## config.mk

```make
export PLATFORM = sky130hd
export DESIGN_NAME = ps2_key_decoder
export DESIGN_NICKNAME = d
export VERILOG_FILES = /design/src/rtl/ps2_defs.sv /design/src/rtl/ps2_key_map.sv /design/src/rtl/ps2_key_decoder.sv
export SDC_FILE = /design/constraint.sdc
export NUM_CORES = 1
export LEC_CHECK = 0
export BUFFER_PORTS_ARGS = -buffer_cell sky130_fd_sc_hd__buf_2
export CAP_MARGIN = 20
export CORE_MARGIN = 2
export CORE_UTILIZATION = 53
export CTS_BUF_LIST = sky130_fd_sc_hd__clkbuf_4
export DETAILED_ROUTE_END_ITERATION = 16
export PLACE_DENSITY_LB_ADDON = 0.08
export SLEW_MARGIN = 20
export SYNTH_ARGS = -nofsm -noshare
export SYNTH_HDL_FRONTEND = slang
export SYNTH_SLANG_ARGS = --single-unit
```

## constraint.sdc

```tcl
create_clock -name clk -period 1.8 [get_ports clk]
set_input_delay 0.36 -clock clk [delete_from_list [all_inputs] [get_ports clk]]
set_output_delay 0.36 -clock clk [all_outputs]
set_load 0.01 [all_outputs]
```

## src/rtl/ps2_defs.sv

```systemverilog
// Shared scan-code set 2 constants, key indices and decoder state encoding
// for the PS2 key decoder.
package ps2_defs;

    localparam logic [7:0] SC_1     = 8'h16;
    localparam logic [7:0] SC_2     = 8'h1E;
    localparam logic [7:0] SC_3     = 8'h26;
    localparam logic [7:0] SC_SPACE = 8'h29;
    localparam logic [7:0] SC_ENTER = 8'h5A;
    localparam logic [7:0] SC_ESC   = 8'h76;
    localparam logic [7:0] SC_BREAK = 8'hF0;
    localparam logic [7:0] SC_EXT   = 8'hE0;

    // Keyboard housekeeping bytes that never start a key sequence
    localparam logic [7:0] SC_ACK    = 8'hFA;
    localparam logic [7:0] SC_BAT_OK = 8'hAA;
    localparam logic [7:0] SC_ECHO   = 8'hEE;
    localparam logic [7:0] SC_BAT_ER = 8'hFC;
    localparam logic [7:0] SC_ERR_LO = 8'h00;
    localparam logic [7:0] SC_ERR_HI = 8'hFF;

    localparam int NUM_KEYS = 6;

    localparam logic [2:0] K_1     = 3'd0;
    localparam logic [2:0] K_2     = 3'd1;
    localparam logic [2:0] K_3     = 3'd2;
    localparam logic [2:0] K_SPACE = 3'd3;
    localparam logic [2:0] K_ENTER = 3'd4;
    localparam logic [2:0] K_ESC   = 3'd5;

    typedef enum logic [1:0] {
        S_IDLE      = 2'd0,
        S_BREAK     = 2'd1,
        S_EXT       = 2'd2,
        S_EXT_BREAK = 2'd3
    } state_t;

    function automatic logic is_ignored(input logic [7:0] code);
        return (code == SC_ACK)    || (code == SC_BAT_OK) ||
               (code == SC_ECHO)   || (code == SC_BAT_ER) ||
               (code == SC_ERR_LO) || (code == SC_ERR_HI);
    endfunction

endpackage

```

## src/rtl/ps2_key_map.sv

```systemverilog
// Combinational lookup from a scan code to the tracked-key index it controls.
module ps2_key_map
    import ps2_defs::*;
(
    input  logic [7:0] code,
    output logic       hit,
    output logic [2:0] index
);

    always_comb begin
        hit   = 1'b1;
        index = K_1;
        case (code)
            SC_1:     index = K_1;
            SC_2:     index = K_2;
            SC_3:     index = K_3;
            SC_SPACE: index = K_SPACE;
            SC_ENTER: index = K_ENTER;
            SC_ESC:   index = K_ESC;
            default:  hit   = 1'b0;
        endcase
    end

endmodule

```

## src/rtl/ps2_key_decoder.sv

```systemverilog
// Turns a PS2 scan-code set 2 byte stream into held levels, press pulses and
// the last make code, abandoning stale F0/E0 prefixes after a timeout.
module ps2_key_decoder
    import ps2_defs::*;
#(
    parameter int TIMEOUT_CYCLES = 1000000,
    parameter int CNT_W          = 20
) (
    input  logic                clk,
    input  logic                iResetn,
    input  logic [7:0]          iData,
    input  logic                iDataEn,
    output logic [NUM_KEYS-1:0] oHeld,
    output logic [NUM_KEYS-1:0] oPress,
    output logic [7:0]          oCode,
    output logic                oCodeValid
);

    state_t              state;
    state_t              state_next;
    logic [CNT_W-1:0]    cnt;
    logic [NUM_KEYS-1:0] held_next;
    logic                code_fire;
    logic                key_hit;
    logic [2:0]          key_idx;

    ps2_key_map u_key_map (
        .code  (iData),
        .hit   (key_hit),
        .index (key_idx)
    );

    // A byte arriving on the expiry cycle takes priority over the timeout
    always_comb begin
        state_next = state;
        held_next  = oHeld;
        code_fire  = 1'b0;
        if (iDataEn) begin
            case (state)
                S_IDLE: begin
                    if (iData == SC_BREAK) begin
                        state_next = S_BREAK;
                    end else if (iData == SC_EXT) begin
                        state_next = S_EXT;
                    end else if (!is_ignored(iData)) begin
                        code_fire = 1'b1;
                        if (key_hit) begin
                            held_next[key_idx] = 1'b1;
                        end
                    end
                end
                S_BREAK: begin
                    if (key_hit) begin
                        held_next[key_idx] = 1'b0;
                    end
                    state_next = S_IDLE;
                end
                S_EXT: begin
                    state_next = (iData == SC_BREAK) ? S_EXT_BREAK : S_IDLE;
                end
                default: begin
                    state_next = S_IDLE;
                end
            endcase
        end else if (state != S_IDLE && cnt == CNT_W'(TIMEOUT_CYCLES - 1)) begin
            state_next = S_IDLE;
        end
    end

    always_ff @(posedge clk or negedge iResetn) begin
        if (!iResetn) begin
            state      <= S_IDLE;
            cnt        <= '0;
            oHeld      <= '0;
            oPress     <= '0;
            oCode      <= 8'h00;
            oCodeValid <= 1'b0;
        end else begin
            state      <= state_next;
            cnt        <= (iDataEn || state == S_IDLE) ? '0 : cnt + 1'b1;
            oHeld      <= held_next;
            oPress     <= held_next & ~oHeld;
            oCodeValid <= code_fire;
            if (code_fire) begin
                oCode <= iData;
            end
        end
    end

endmodule

```

Word-level counts from Yosys, hierarchy flattened
Index checks and enable logic that the tools add are counted.

cells by class
  equality and inequality tests = 17
  reduce and logical (&&, ||, !) cells = 14
  bitwise operators = 5
  add/sub/neg operators = 1
  muxes and demuxes = 23
  order comparisons = 2

operators with widths
  kind                                                                count
  equality test 8 bit (second input constant)                         7
  2-to-1 mux 6 bit                                                    6
  adder 20 x 1 -> 20 bit (second input constant)                      1
  equality test 20 bit (second input constant)                        1
  2-to-1 mux 20 bit                                                   1
  equality test 8 x 5 -> 1 bit (second input constant)                2
  equality test 8 x 6 -> 1 bit (second input constant)                2
  equality test 8 x 7 -> 1 bit (second input constant)                2
  one-hot mux 3 bit (5 select lines)                                  1
  AND 6 bit                                                           2
  inverter 6 bit                                                      2
  one-hot mux 6 bit (2 select lines)                                  1
  2-to-1 mux 2 bit                                                    5
  zero test 8 bit                                                     1
  2-to-1 mux 1 bit                                                    7
  logical OR 1 bit                                                    6
  OR 6 bit                                                            1
  OR reduction 6 bit                                                  1
  < comparator 3 x 4 -> 1 bit (second input constant)                 1
  != test 4 bit (second input constant)                               1
  one-hot mux 2 bit (2 select lines)                                  1
  nonzero test 2 bit                                                  2
  demux 1 bit (select 3 bit)                                          1
  greater-or-equal comparator 3 x 1 -> 1 bit (second input constant)  1
  other kinds (5)                                                     6

word-level totals
  bits in registers = 43
  word-level logic and storage cells = 68
  input port bits = 11

Depth between registers and ports, before layout
Gate-level depths: netlist of the first run.

  word-level depth = 14
  mapped depth = 7
  depth with buffers taken out = 6

Hierarchy
A second synthesis of the first run with hierarchy kept.

second synthesis, totals
  cell total of the unflattened synthesis = 208
  area, all modules = 2,184.6 um^2

modules (own cells, without submodules)
  module           instances  cells each  area an instance (um^2)
  ps2_key_decoder  1          189         2,050.7
  ps2_key_map      1          19          133.9

Least setup slack after synthesis of the first run
Ideal clock, no wire load.

  path type = input port to flip-flop
  start = input port iData[5]
  end = register oCode[2]
  data required time = 1.675 ns
  arrival time = 1.850 ns
  cell stages on the path = 7
  path slack = -0.175 ns
  cell sequence = buf_2 > or4_1 > a21oi_2 > a311o_2 > a21o_4 > buf_12 > mux2_4

between the ends
  longest elaborated chain between the ends = 11
  elaborated cells on any way between the ends = 18
  those cells by class = 7 x eq/ne; 5 x mux; 6 x reduce/logical

ends and longest elaborated chain
  what                           line                   RTL
  from (decl)                    ps2_key_decoder.sv:11  input logic [7:0] iData,
  equality test 8 bit            ps2_defs.sv:39         return (code == SC_ACK) || (code == SC_BAT_OK) ||
  logical OR 1 bit (2 in a row)  ps2_defs.sv:39
  logical OR 1 bit (2 in a row)  ps2_defs.sv:40         (code == SC_ECHO) || (code == SC_BAT_ER) ||
  logical OR 1 bit               ps2_defs.sv:41         (code == SC_ERR_LO) || (code == SC_ERR_HI);
  2-to-1 mux 1 bit               ps2_key_decoder.sv:45  end else if (!is_ignored(iData)) begin
  2-to-1 mux 1 bit               ps2_key_decoder.sv:43  end else if (iData == SC_EXT) begin
  2-to-1 mux 1 bit *             ps2_key_decoder.sv:41  if (iData == SC_BREAK) begin
  2-to-1 mux 1 bit *             ps2_key_decoder.sv:39  case (state)
  2-to-1 mux 1 bit *             ps2_key_decoder.sv:38  if (iDataEn) begin
  to (signal assigned)           ps2_key_decoder.sv:85  oCode <= iData;
  to (decl)                      ps2_key_decoder.sv:15  output logic [7:0] oCode,

Mark *: on every way between the ends. The rest lies on a longest branch, timed or not.
A chain may end at the register's enable or synchronous reset.

Worst setup path in the final report of the first run
  start = register cnt[12]
  end = register state[1]

between the ends
  longest elaborated chain between the ends = 4

ends and longest elaborated chain
  what                                  line                   RTL
  from (decl)                           ps2_key_decoder.sv:21  logic [CNT_W-1:0] cnt;
  from (signal assigned)                ps2_key_decoder.sv:80  cnt <= (iDataEn || state == S_IDLE) ? '0 : cnt + 1'b1;
  equality test 20 bit                  ps2_key_decoder.sv:65  end else if (state != S_IDLE && cnt == CNT_W'(TIMEOUT_CYCLES - 1)) begin
  logical AND 1 bit                     ps2_key_decoder.sv:65
  nonzero test 2 bit (no source line)   n/a
  AND reduction 2 bit (no source line)  n/a
  to (signal assigned)                  ps2_key_decoder.sv:79  state <= state_next;
  to (decl)                             ps2_key_decoder.sv:19  state_t state;

Every way passes these cells.

==> results of run 1 <==
-- registers in the layout, summed over array words and instances (netlist names) --
signal      cells
oCode           8
oPress          6
state           2
oHeld           6
cnt            20
oCodeValid      1
-- report_power, final --
group	switching (µW)	internal, µW
sequential	15.1	991
combinational	105	104
clock	332	157
-- path summary, 6_finish.rpt --
kind	startpoint	to	slack, ns	depth (start not counted)
worst min-delay path	iData[1]	oCode[1]	0.27	2
min in group asynchronous	iResetn	oCode[0]	0.48	2
max in group asynchronous	iResetn	cnt[5]	0.84	3
worst max-delay path	cnt[12]	state[1]	0.08	5
worst max register to register	cnt[12]	state[1]	0.08	5
worst min register to register	oHeld[4]	oPress[4]	0.45	1
-- cells by family after synthesis --
logic type	Yosys count
DFF	43
xor gates and xnor gates	19
buffers and inverters	18
AOI/OAI and AO/OA	18
adders and majority gates	1
muxes	10
and+or+nand+nor	92
-- stage by stage --
stage	hold slack [ns]	util [%]	instances	setup WS (ns)
final	0.275	69.8	312	0.0766
after floorplan	0.0644	-	201	-0.107
after global placement	0.334	67.4	303	-0.139
after global routing	0.262	69.8	312	-0.0216
after detailed placement	0.351	67.4	303	-0.200
after CTS	0.259	69.4	312	0.0548
-- synth_stat cells, types with 2 or more instances --
cell	instances
and2_1	2
buf_2	5
xnor2_1	5
dfrtp_1	43
mux2_4	5
o21ai_0	2
nand2_1	9
a22o_1	2
nor3b_1	4
nand3_1	12
nor3_1	7
nor4_1	3
or4_1	3
nor2_1	30
nor4b_1	2
xor2_1	14
nand4_1	8
clkbuf_1	3
mux2i_1	2
and4_1	2
a21oi_1	7
mux2_2	3
inv_1	9
and3_1	3
-- cell type report --
| type | count | area (µm²) |
|---|---|---|
| Clock buffer | 5 | 37.5 |
| Clock inverter | 3 | 23.8 |
| Fill cell | 296 | 1120 |
| Inverter | 9 | 33.8 |
| Multi-Input combinational cell | 140 | 945 |
| Sequential cell | 43 | 1080 |
| Tap cell | 48 | 60.1 |
| Timing Repair Buffer | 64 | 418 |
-- metal layers --
metal / GRT usage (%) / part of all wire (%) / vias to the layer above
met2: 40.9 / 50 / 40
li1: - / - / 824
met3: 5.24 / 3.9 / 11
met1: 27.0 / 43 / 808
met4: 10.2 / 2.9 / 0
met5: 0 / 0 / -
-- repair_timing --
item | 4_1_cts | 5_1_grt
hold buffers | 1 | 0
resized for setup | 0 | 4
setup buffers | 0 | 0
endpoints found under the setup margin | 0 | 2
hold endpoints to repair | 20 | 0
==> impl_metrics.py, run 1 <==
metrics = {
    "outcome": {
        "status": "complete, no violations",
    },
    "die": {
        "dieArea_um2": 4460,
        "start_util_pct": 56.3,
        "io_pins": 32,
        "rows": 22,
        "die-height_um": 66.8,
        "core-area_um2": 3720,
        "fp.dieW_um": 66.8,
    },
    "detailed_routing": {
        "wirelength_mm": 4.45,
        "dr_total_vias": 1683,
        "drt_iter0_markers": 95,
        "ant_nets": 0,
        "post_drt_wl_per_cell_um": 14.3,
        "drc": 0,
        "viasPerCell": 5.39,
        "drt_first_pass_iters": 4,
    },
    "synthesis": {
        "synth_flop_cell": "dfrtp_1",
        "synthArstFlopShare_pct": 100,
        "synth_mux_area_share_pct": 6.16,
        "ys_ff_latch": 43,
        "ys_types": 40,
        "synthesis.nets": 213,
        "synth_compound_area_share_pct": 6.16,
        "synth_top_area_share_pct": 51.5,
        "synth_xor_area_share_pct": 7.96,
        "netlist_area_um2": 2090,
        "synth_cells": 201,
        "postSynthAreaPerCell_um2": 10.4,
        "seq_area_frac_synth_pct": 51.5,
        "synthSimpleGateAreaFrac_pct": 23.3,
        "synth_top_family_by_area": "simple AND/OR/NAND/NOR gates",
        "synth_area_leaders": "dfrtp_1 (51%), xor2_1 (5.9%), nor2_1 (5.4%)",
        "synth_edf_count": 0,
        "synth_fa_ha_area_share_pct": 0.598,
        "yosysWarnings": 0,
        "synth_area_leader_cell": "dfrtp_1",
    },
    "grt": {
        "grt_max_degree": 24,
        "grt_pass1_wl_mm": 7.62,
        "grt-ovfl-total": 0,
        "grt_antenna_before_repair": 0,
        "grt_pass1_vias": 1723,
        "track_usage_pct": 23.3,
    },
    "setup_path": {
        "critical-path-top-delay-family": "simple AND/OR/NAND/NOR gates",
        "crit_slowest_cell": "or4_1",
        "required_ns": 2.05,
        "crit_chain": "or4_1 -> nor4_2 -> a31oi_1 -> a21o_1 -> a22o_1",
        "path_class": "reg -> reg",
        "critPathArrivalTime_ns": 1.98,
        "cp_max_fo": 2,
        "path_buf_inv": 0,
        "cp-start-kind": "flip-flop",
        "slowest_delay_ns": 0.54,
        "cp-end-kind": "flip-flop",
    },
    "place": {
        "dpl-instance-area_um2": 2510,
        "place_hpwl_mm": 3.39,
        "port_buffers": 31,
        "gp_congestion": 0.861,
    },
    "power": {
        "total_leakage_power_uw": 0.00122,
        "peakVddDrop_v": 0.000504,
        "powerDensity_nw_per_um2": 657,
        "p_total_uw": 1700,
    },
    "finish": {
        "layout_commonest_cell": "dfrtp_1",
        "stdcell_area_um2": 2590,
        "layout_common_cells": "dfrtp_1 (43), buf_2 (31), buf_4 (31)",
        "finalNetCount": 275,
        "n_antenna_cell": 0,
        "area_delta_synth_final_pct": 24.1,
        "drive_above_1_share_pct": 33.7,
    },
    "clocking": {
        "cts_max_level": 2,
        "cts_made_buffers": 5,
        "clk_latency_ns": 0.37,
        "clock-sinks": 43,
        "root_buffer": "clkbuf_4",
        "clockBufferDepth": 2,
        "cts_tree": "yes",
        "clk_pin_slew_ns": 0.13,
    },
    "sta": {
        "finalHoldViolations": 0,
        "report.final.slew_viol_count": 0,
        "max_slew_margin_pct": 67.1,
        "rsz0062_at_grt": "true",
        "finalSetupViolations": 0,
        "min_period_ns": 1.72,
        "fin_crit_sh_pct": 95.7,
        "fmax_mhz": 580,
        "fin_worst_skew_ns": 0.0187,
        "finalSetupTns_ns": 0,
        "tightest_slew_ns": 0.493,
    },
    "run": {
        "max-cap-violations": 0,
    },
    "min_path": {
        "min_path_type": "in -> reg",
    },
}
(Power assumes the default switching activity.)
==> run 2: changes to the inputs <==
--- a/config.mk
+++ b/config.mk
@@ -8,10 +8,11 @@
 export BUFFER_PORTS_ARGS = -buffer_cell sky130_fd_sc_hd__buf_2
 export CAP_MARGIN = 20
 export CORE_MARGIN = 2
-export CORE_UTILIZATION = 53
+export CORE_UTILIZATION = 58
 export CTS_BUF_LIST = sky130_fd_sc_hd__clkbuf_4
 export DETAILED_ROUTE_END_ITERATION = 16
 export PLACE_DENSITY_LB_ADDON = 0.08
+export RECOVER_POWER = 100
 export SLEW_MARGIN = 20
 export SYNTH_ARGS = -nofsm -noshare
 export SYNTH_HDL_FRONTEND = slang
==> constraint.sdc (replaced) <==
create_clock -name clk -period 1.7 [get_ports clk]
set_input_delay 0.34 -clock clk [delete_from_list [all_inputs] [get_ports clk]]
set_output_delay 0.34 -clock clk [all_outputs]
set_load 0.01 [all_outputs]
==> run 2 against run 1 <==
The flow now finishes with violations (setup timing). Maximum frequency decreased by 1.7%. Non-clock buffer count unchanged. Global-route usage rose by 0.93 points.
==> impl_metrics.py, run 2 (synthesized netlist as in run 1, its figures left out) <==
metrics = {
    "outcome": {
        "status": "finished with violations",
        "violations": "setup timing",
    },
    "die": {
        "rows": 21,
        "dieArea_um2": 4100,
        "die-height_um": 64.0,
        "start_util_pct": 61.7,
        "io_pins": 32,
        "fp.dieW_um": 64.0,
        "core-area_um2": 3390,
    },
    "detailed_routing": {
        "viasPerCell": 5.56,
        "dr_total_vias": 1723,
        "drc": 0,
        "post_drt_wl_per_cell_um": 14.5,
        "ant_nets": 0,
        "wirelength_mm": 4.48,
        "drt_first_pass_iters": 4,
        "drt_iter0_markers": 47,
    },
    "power": {
        "total_leakage_power_uw": 0.00114,
        "powerDensity_nw_per_um2": 688,
        "peakVddDrop_v": 0.000405,
    },
    "setup_path": {
        "cp-start-kind": "flip-flop",
        "critical-path-top-delay-family": "simple AND/OR/NAND/NOR gates",
        "crit_slowest_cell": "or4_1",
        "crit_chain": "or4_1 -> nor4_2 -> a31oi_1 -> a21o_1 -> a22o_1",
        "cp-end-kind": "flip-flop",
        "required_ns": 1.93,
        "critPathArrivalTime_ns": 1.99,
        "path_buf_inv": 0,
        "path_class": "reg -> reg",
        "cp_max_fo": 2,
        "slowest_delay_ns": 0.53,
    },
    "finish": {
        "largest_register": "cnt",
        "layout_commonest_cell": "dfrtp_1",
        "fin_cells": 310,
        "stdcell_area_um2": 2500,
        "area_delta_synth_final_pct": 19.7,
        "reg_top3": "cnt x20, oCode x8",
        "n_antenna_cell": 0,
        "layout_common_cells": "dfrtp_1 (43), nor2_1 (30), buf_4 (27)",
        "drive_above_1_share_pct": 22.3,
        "finalNetCount": 276,
        "largest_reg_flops": 20,
    },
    "sta": {
        "finalSetupViolations": 1,
        "report.final.slew_viol_count": 0,
        "max_slew_margin_pct": 30.1,
        "fin_worst_skew_ns": 0.0131,
        "min_period_ns": 1.75,
        "fin_crit_sh_pct": 103,
        "fmax_mhz": 571,
        "tightest_slew_ns": 1.05,
        "finalSetupTns_ns": -0.0528,
        "rsz0062_at_grt": "true",
        "finalHoldViolations": 0,
        "timing.final.ws_setup_ns": -0.0528,
    },
    "clocking": {
        "clock-sinks": 43,
        "clk_latency_ns": 0.35,
        "clk_pin_slew_ns": 0.12,
        "root_buffer": "clkbuf_4",
        "cts_tree": "yes",
        "clockBufferDepth": 2,
        "cts_max_level": 2,
        "cts_made_buffers": 5,
        "postCtsHoldBufs": 0,
    },
    "grt": {
        "track_usage_pct": 24.2,
        "grt-ovfl-total": 0,
        "grt_pass1_wl_mm": 7.71,
        "grt_max_degree": 44,
        "grt_pass1_vias": 1738,
        "grt_antenna_before_repair": 0,
    },
    "place": {
        "place_hpwl_mm": 3.32,
        "gp_congestion": 0.917,
        "dpl-instance-area_um2": 2470,
        "placedCellCount": 298,
        "port_buffers": 31,
    },
    "run": {
        "max-cap-violations": 0,
    },
    "min_path": {
        "min_path_type": "in -> async",
    },
}
==> run 2: cell type report <==
cell class | count | area (µm²)
Fill cell | 296 | 886
Multi-Input combinational cell | 141 | 935
Clock inverter | 2 | 8.76
Sequential cell | 43 | 1080
Clock buffer | 5 | 37.5
Inverter | 9 | 33.8
Tap cell | 46 | 57.6
Timing Repair Buffer | 64 | 355
==> run 2: per-stage QoR <==
stage               worst slack (ns)  util [%]  hold WS [ns]  total power (µW)
floorplan                     -0.187         -        0.0444              1190
global placement              -0.223      72.8         0.424              1290
detailed placement            -0.256      72.8         0.438              1300
CTS                          -0.0643      74.5        0.0575              1740
global route                  -0.129      73.9         0.321              1800
finish                       -0.0528      73.9         0.241              1720
==> run 2: worst paths after layout <==
path	startpoint	end	slack [ns]	cells after the start
min in group clk	iData[0]	oCode[0]	0.36	3
worst min register to register	oHeld[2]	oPress[2]	0.46	1
worst max register to register	cnt[12]	state[1]	-0.05	5
worst min-delay path	iResetn	oCode[0]	0.24	2
max in group asynchronous	iResetn	cnt[13]	0.81	2
worst max-delay path	cnt[12]	state[1]	-0.05	5
==> run 2: layer usage <==
layer	part of all wire (%)	vias up	global-route usage, %
met2	52	38	42.3
met4	2.1	0	8.97
met1	42	847	29.2
met3	3.2	12	5.11
met5	0	-	0
li1	-	826	-
==> run 2: where the power goes <==
group / internal, µW / switching, µW
Combinational: 91.6 / 111
Clock: 147 / 307
Sequential: 1050 / 16.7
==> run 2: worst reg2reg max path: stages (launching register included) <==
cell     delay (ns)
dfrtp_1        0.39
or4_1          0.53
nor4_2         0.16
a31oi_1        0.16
a21o_1         0.18
a22o_1         0.22
==> run 2: repair_timing <==
action                     CTS  global route
pin swaps                    2             4
gates cloned                 0             1
setup buffers                1             3
setup endpoints to repair    4            13
gates resized for setup      1             3
